===== config.mk =====
export PLATFORM = sky130hd
export DESIGN_NAME = ssd_scan_controller
export DESIGN_NICKNAME = d
export VERILOG_FILES = /design/src/rtl/ssd_pkg.sv /design/src/rtl/ssd_glyph_decode.sv /design/src/rtl/ssd_scan_controller.sv
export SDC_FILE = /design/constraint.sdc
export NUM_CORES = 1
export LEC_CHECK = 0
export BUFFER_PORTS_ARGS = -buffer_cell sky130_fd_sc_hd__buf_4
export CAP_MARGIN = 20
export CORE_ASPECT_RATIO = 1.25
export CORE_MARGIN = 1
export CORE_UTILIZATION = 40
export CTS_CLUSTER_DIAMETER = 200
export CTS_CLUSTER_SIZE = 25
export DETAILED_ROUTE_END_ITERATION = 7
export GPL_TIMING_DRIVEN = 0
export SKIP_LAST_GASP = 1
export SLEW_MARGIN = 20
export SYNTH_ARGS = -nofsm -noshare
export SYNTH_HDL_FRONTEND = slang
export SYNTH_HIERARCHICAL = 1
export SYNTH_SLANG_ARGS = --single-unit

===== constraint.sdc =====
create_clock -name clk -period 8.95 [get_ports clk]
set_input_delay 1.79 -clock clk [delete_from_list [all_inputs] [get_ports clk]]
set_output_delay 1.79 -clock clk [all_outputs]
set_load 0.02 [all_outputs]

===== src/rtl/ssd_pkg.sv =====
// Shared scan states, blanked segment value and active-low hex glyph table
// for the seven-segment scan controller.
package ssd_pkg;

   typedef enum logic {BLANK, DRIVE} scan_state_t;

   localparam logic [6:0] SEG_OFF = 7'h7F;

   // Segment order {g,f,e,d,c,b,a}, 0 = lit; b and d are lower-case glyphs.
   localparam logic [6:0] GLYPH_TBL [16] = '{
      7'h40, 7'h79, 7'h24, 7'h30, 7'h19, 7'h12, 7'h02, 7'h78,
      7'h00, 7'h10, 7'h08, 7'h03, 7'h46, 7'h21, 7'h06, 7'h0E
   };

endpackage


===== src/rtl/ssd_glyph_decode.sv =====
// Combinational hex nibble to active-low segment pattern lookup.
module ssd_glyph_decode
   import ssd_pkg::*;
(
   input  logic [3:0] nibble,
   output logic [6:0] glyph
);

   assign glyph = GLYPH_TBL[nibble];

endmodule


===== src/rtl/ssd_scan_controller.sv =====
// Eight-digit seven-segment scan scheduler with double-buffered frame update.
// Optional macro SSD_DIMMING_EN adds a brightness input that shortens the DRIVE window.
//
// state | meaning
// BLANK | first BLANK_CYCLES of a slot, all anodes off
// DRIVE | rest of the slot, current digit driven from the active frame
module ssd_scan_controller
   import ssd_pkg::*;
#(
   parameter int CLK_HZ       = 100_000_000,
   parameter int REFRESH_HZ   = 1_000,
   parameter int NUM_DIGITS   = 8,
   parameter int BLANK_CYCLES = 1_000
)
(
   input  logic                    clk,
   input  logic                    reset_n,
   input  logic                    upd_valid,
   output logic                    upd_ready,
   input  logic [4*NUM_DIGITS-1:0] upd_digits,
   input  logic [NUM_DIGITS-1:0]   upd_dp,
   input  logic [NUM_DIGITS-1:0]   upd_en,
`ifdef SSD_DIMMING_EN
   input  logic [3:0]              brightness,
`endif
   output logic [NUM_DIGITS-1:0]   an,
   output logic [6:0]              seg,
   output logic                    dp,
   output logic                    frame_done
);

   localparam int DWELL = CLK_HZ / (REFRESH_HZ * NUM_DIGITS);
   localparam int CNT_W = (DWELL > 1) ? $clog2(DWELL) : 1;
   localparam int IDX_W = (NUM_DIGITS > 1) ? $clog2(NUM_DIGITS) : 1;

   scan_state_t state;
   logic [CNT_W-1:0] cnt;
   logic [IDX_W-1:0] idx;

   logic                         pend_full;
   logic [NUM_DIGITS-1:0][3:0]   pend_digits;
   logic [NUM_DIGITS-1:0]        pend_dp;
   logic [NUM_DIGITS-1:0]        pend_en;
   logic [NUM_DIGITS-1:0][3:0]   act_digits;
   logic [NUM_DIGITS-1:0]        act_dp;
   logic [NUM_DIGITS-1:0]        act_en;

   logic                  last_cnt;
   logic                  wrap;
   logic                  anode_on;
   logic [NUM_DIGITS-1:0] digit_sel;
   logic [3:0]            cur_nib;
   logic [6:0]            cur_glyph;

   assign last_cnt  = (cnt == CNT_W'(DWELL - 1));
   assign wrap      = last_cnt && (idx == IDX_W'(NUM_DIGITS - 1));
   assign digit_sel = NUM_DIGITS'(1) << idx;
   assign cur_nib   = act_digits[idx];
   assign upd_ready = ~pend_full;

   ssd_glyph_decode u_glyph (
      .nibble (cur_nib),
      .glyph  (cur_glyph)
   );

`ifdef SSD_DIMMING_EN
   logic [3:0] bright_q;
   int         on_len;

   // Lit portion of the DRIVE window scales in sixteenths of its length.
   assign on_len = ((DWELL - BLANK_CYCLES) * (int'(bright_q) + 1)) >> 4;
`endif

   always_comb begin
      anode_on = (state == DRIVE) && act_en[idx];
`ifdef SSD_DIMMING_EN
      anode_on = anode_on && ((int'(cnt) - BLANK_CYCLES) < on_len);
`endif
   end

   always_ff @(posedge clk) begin
      if (!reset_n) begin
         state       <= BLANK;
         cnt         <= '0;
         idx         <= '0;
         an          <= '1;
         seg         <= SEG_OFF;
         dp          <= 1'b1;
         frame_done  <= 1'b0;
         pend_full   <= 1'b0;
         pend_digits <= '0;
         pend_dp     <= '0;
         pend_en     <= '0;
         act_digits  <= '0;
         act_dp      <= '0;
         act_en      <= '0;
`ifdef SSD_DIMMING_EN
         bright_q    <= '0;
`endif
      end else begin
         cnt <= last_cnt ? '0 : cnt + 1'b1;

         case (state)
            BLANK: begin
               if (cnt == CNT_W'(BLANK_CYCLES - 1))
                  state <= DRIVE;
            end
            DRIVE: begin
               if (last_cnt) begin
                  state <= BLANK;
                  idx   <= wrap ? '0 : idx + 1'b1;
               end
            end
            default: state <= BLANK;
         endcase

         an         <= anode_on ? ~digit_sel : '1;
         seg        <= (state == DRIVE) ? cur_glyph : SEG_OFF;
         dp         <= (state == DRIVE) ? ~act_dp[idx] : 1'b1;
         frame_done <= wrap;

`ifdef SSD_DIMMING_EN
         if (cnt == '0)
            bright_q <= brightness;
`endif

         if (upd_valid && !pend_full) begin
            pend_digits <= upd_digits;
            pend_dp     <= upd_dp;
            pend_en     <= upd_en;
            pend_full   <= 1'b1;
         end

         // Frame swap only at the wrap, so a frame is never torn mid-scan.
         if (wrap && pend_full) begin
            act_digits <= pend_digits;
            act_dp     <= pend_dp;
            act_en     <= pend_en;
            pend_full  <= 1'b0;
         end
      end
   end

endmodule


==> results.py <==
metrics = {
    "global_route": {
        "grt.overflow.total": 0,
        "antenna_found_initial": 0,
        "first_global_vias": 4353,
        "track_usage": 0.187,
        "grt_pass1_wl_mm": 20.1,
        "grt_start_max_net_pins": 17,
    },
    "yosys": {
        "synth_edf_count": 0,
        "synth_seq_area_share": 0.498,
        "synth_most_common_cell": "nand2_1",
        "yosys-top-cells-area": "dfxtp_1 50%, nand2_1 16%, a21oi_1 9.4%",
        "synth_cell_types": 39,
        "yosysWarningCount": 6,
        "synth_ff_type": "dfxtp_1",
        "ys_async_sr_fraction": 0,
        "syn-instance-count": 625,
        "syn_avg_cell_area_sq_um": 8.50,
        "yosysTopAreaCell": "dfxtp_1",
        "ys_ff_latch": 132,
        "synth.top_cell.area_share": 0.498,
        "syn_nets": 690,
        "netlist_area_sq_mm": 0.00531,
        "synthTopCellsByCount": "227 x nand2_1, 132 x dfxtp_1, 100 x a21oi_1",
    },
    "routing": {
        "via_per_inst": 4.91,
        "wl_per_cell_um": 13.4,
        "drt_pass1_iterations": 4,
        "vias": 4380,
        "ant_nets": 0,
        "drt-initial-drc-count": 162,
        "drc_errors": 0,
        "wl_mm": 11.9,
    },
    "critical_path": {
        "cp.required_ns": 9.25,
        "critPathKind": "reg2reg",
        "reg2reg_from": "idx[0]$_SDFFE_PN0P_",
        "crit_path_end_kind": "flip-flop",
        "startpoint": "idx[0]$_SDFFE_PN0P_",
        "cp-start-kind": "flip-flop",
        "cp_data_arrival_time_ns": 3.58,
        "crit_fanout": 10,
    },
    "sta": {
        "finalCritPeriodShare": 0.367,
        "rsz0062_at_grt": "false",
        "period_minus_slack_ns": 3.28,
        "fmax_ghz": 0.304,
        "drv_slew": 0,
        "finalHoldViolCount": 0,
        "finalSetupViolations": 0,
        "tns_ns": 0,
        "fin_skew_ns": 0.00832,
        "worstMarginPinSlew_ns": 0.682,
        "slew_headroom": 0.545,
    },
    "finish": {
        "nets": 776,
        "final_cells": 892,
        "area_growth_syn_to_layout_pct": 24.6,
        "n_fill_cell": 1247,
        "multiInputGateArea_sq_mm": 0.00244,
        "regArea_sq_mm": 0.00264,
        "final_util": 0.516,
        "n_antenna_cell": 0,
        "drive_gt1_frac": 0.182,
    },
    "clock_tree": {
        "clk_pin_slew_ns": 0.06,
        "cts_root_buf": "clkbuf_16",
        "cts_tree": "built",
        "clk_path_buf_depth": 2,
        "post_cts_resized": 0,
        "cts_sinks": 132,
        "cts_setup_buffers": 0,
        "cts_inserted_buffers": 17,
        "h-tree-depth": 4,
        "clkLatencyLatePin_ns": 0.41,
        "postCtsHoldBufs": 0,
    },
    "pwr": {
        "power_density_mw_per_mm2": 205,
        "ir_drop_mv": 0.135,
        "intPower_mw": 1.06,
        "power.share.clock": 0.508,
        "cellLeakagePower_nw": 2.47,
        "switching_power_mw": 0.296,
        "switching_share": 0.218,
        "p_comb_frac": 0.043,
        "p_seq_frac": 0.449,
    },
    "floorplan": {
        "die_w_um": 105,
        "coreArea_sq_mm": 0.0128,
        "start_util": 0.414,
        "die_area_sq_mm": 0.0137,
        "rows": 46,
        "die_h_um": 131,
        "io_pins": 69,
    },
    "placement": {
        "hpwl_mm": 8.75,
        "dp.cells": 860,
        "port-buffer-count": 67,
        "gp_congestion": 0.756,
    },
    "worst_hold_path": {
        "worstHoldStart": "cnt[0]$_SDFF_PP0_",
        "hold_path.class": "reg2reg",
    },
    "run_status": {
        "status": "finished, final reports clean",
    },
    "run": {
        "max_cap_viol_count": 0,
    },
}
power by group through the flow:
| stage | Combinational (mW) | Clock (mW) | Sequential (mW) |
|---|---|---|---|
| floorplan | 0.0321 | 0 | 0.620 |
| global placement | 0.0574 | 0 | 0.622 |
| detailed placement | 0.0587 | 0 | 0.623 |
| CTS | 0.0589 | 0.700 | 0.610 |
| global route | 0.0658 | 0.732 | 0.611 |
| finish | 0.0580 | 0.691 | 0.610 |
logic make-up after synthesis:
family | count (synthesis) | share of synthesized area
xor gates and xnor gates | 11 | 0.0181
AOI/OAI and AO/OA | 111 | 0.108
buffers and inverters | 50 | 0.0438
muxes | 20 | 0.0690
DFF | 132 | 0.498
adders and majority gates | 14 | 0.0330
and+or+nand+nor | 287 | 0.230
metal layers:
metal	global-route usage	routed length (um)
met1	0.208	5030
met2	0.342	6180
met3	0.0466	435
met4	0.0820	263
met5	0	0
sequential cells by signal, indices dropped and copies added, names as in the netlist:
| register | cells |
|---|---|
| an | 8 |
| state | 1 |
| frame_done | 1 |
| seg | 7 |
| act_en | 8 |
| pend_dp | 8 |
| act_digits | 32 |
| pend_full | 1 |
| pend_en | 8 |
| cnt | 14 |
| idx | 3 |
| pend_digits | 32 |
| dp | 1 |
| act_dp | 8 |
through the flow:
| stage | power (mW) | worst slack, ns | instance area (sq um) | hold WS [ns] |
|---|---|---|---|---|
| floorplan | 0.652 | 6.09 | 5310 | 0.413 |
| global placement | 0.680 | 5.59 | 6020 | 0.420 |
| detailed placement | 0.681 | 5.56 | 6020 | 0.435 |
| CTS | 1.37 | 5.63 | 6620 | 0.443 |
| global route | 1.41 | 5.47 | 6620 | 0.473 |
| finish | 1.36 | 5.67 | 6620 | 0.440 |
worst paths after layout:
| kind | cells past startpoint | slack [ns] | to |
|---|---|---|---|
| max | 10 | 5.67 | seg[3]$_SDFF_PN1_ |
| min | 1 | 0.44 | cnt[0]$_SDFF_PP0_ |
| max reg2reg | 10 | 5.67 | seg[3]$_SDFF_PN1_ |
| min reg2reg | 1 | 0.44 | cnt[0]$_SDFF_PP0_ |
critical path, stage by stage (launching register included):
cell and delay, ns:
dfxtp_1 0.36, clkbuf_1 0.43, buf_2 0.40, mux4_2 0.56, nand2_1 0.09, nand2_1 0.17, inv_1 0.18, ha_1 0.15
inv_1 0.05, mux4_1 0.46, or2_2 0.29
final cells by class:
type / count / share of cell area
multi-input combinational: 443 / 0.368
clock buffer: 18 / 0.0649
tap: 168 / 0.0318
buffer: 40 / 0.0295
inverter: 10 / 0.00567
sequential: 132 / 0.399
clock inverter: 14 / 0.0246
timing repair buffer: 67 / 0.0760
cell usage in the layout, fill, tap and decap left out, types with 10 or more instances in the layout:
cell       synthesis  layout
mux4_2            12      12
clkbuf_1          28      29
a21oi_1          100     100
nor2_1            19      19
ha_1              14      14
clkbuf_16          0      17
dfxtp_1          132     132
buf_4              1      68
xor2_1            10      10
nand2_1          227     227
No activity file was read; power rests on OpenSTA's default activity.
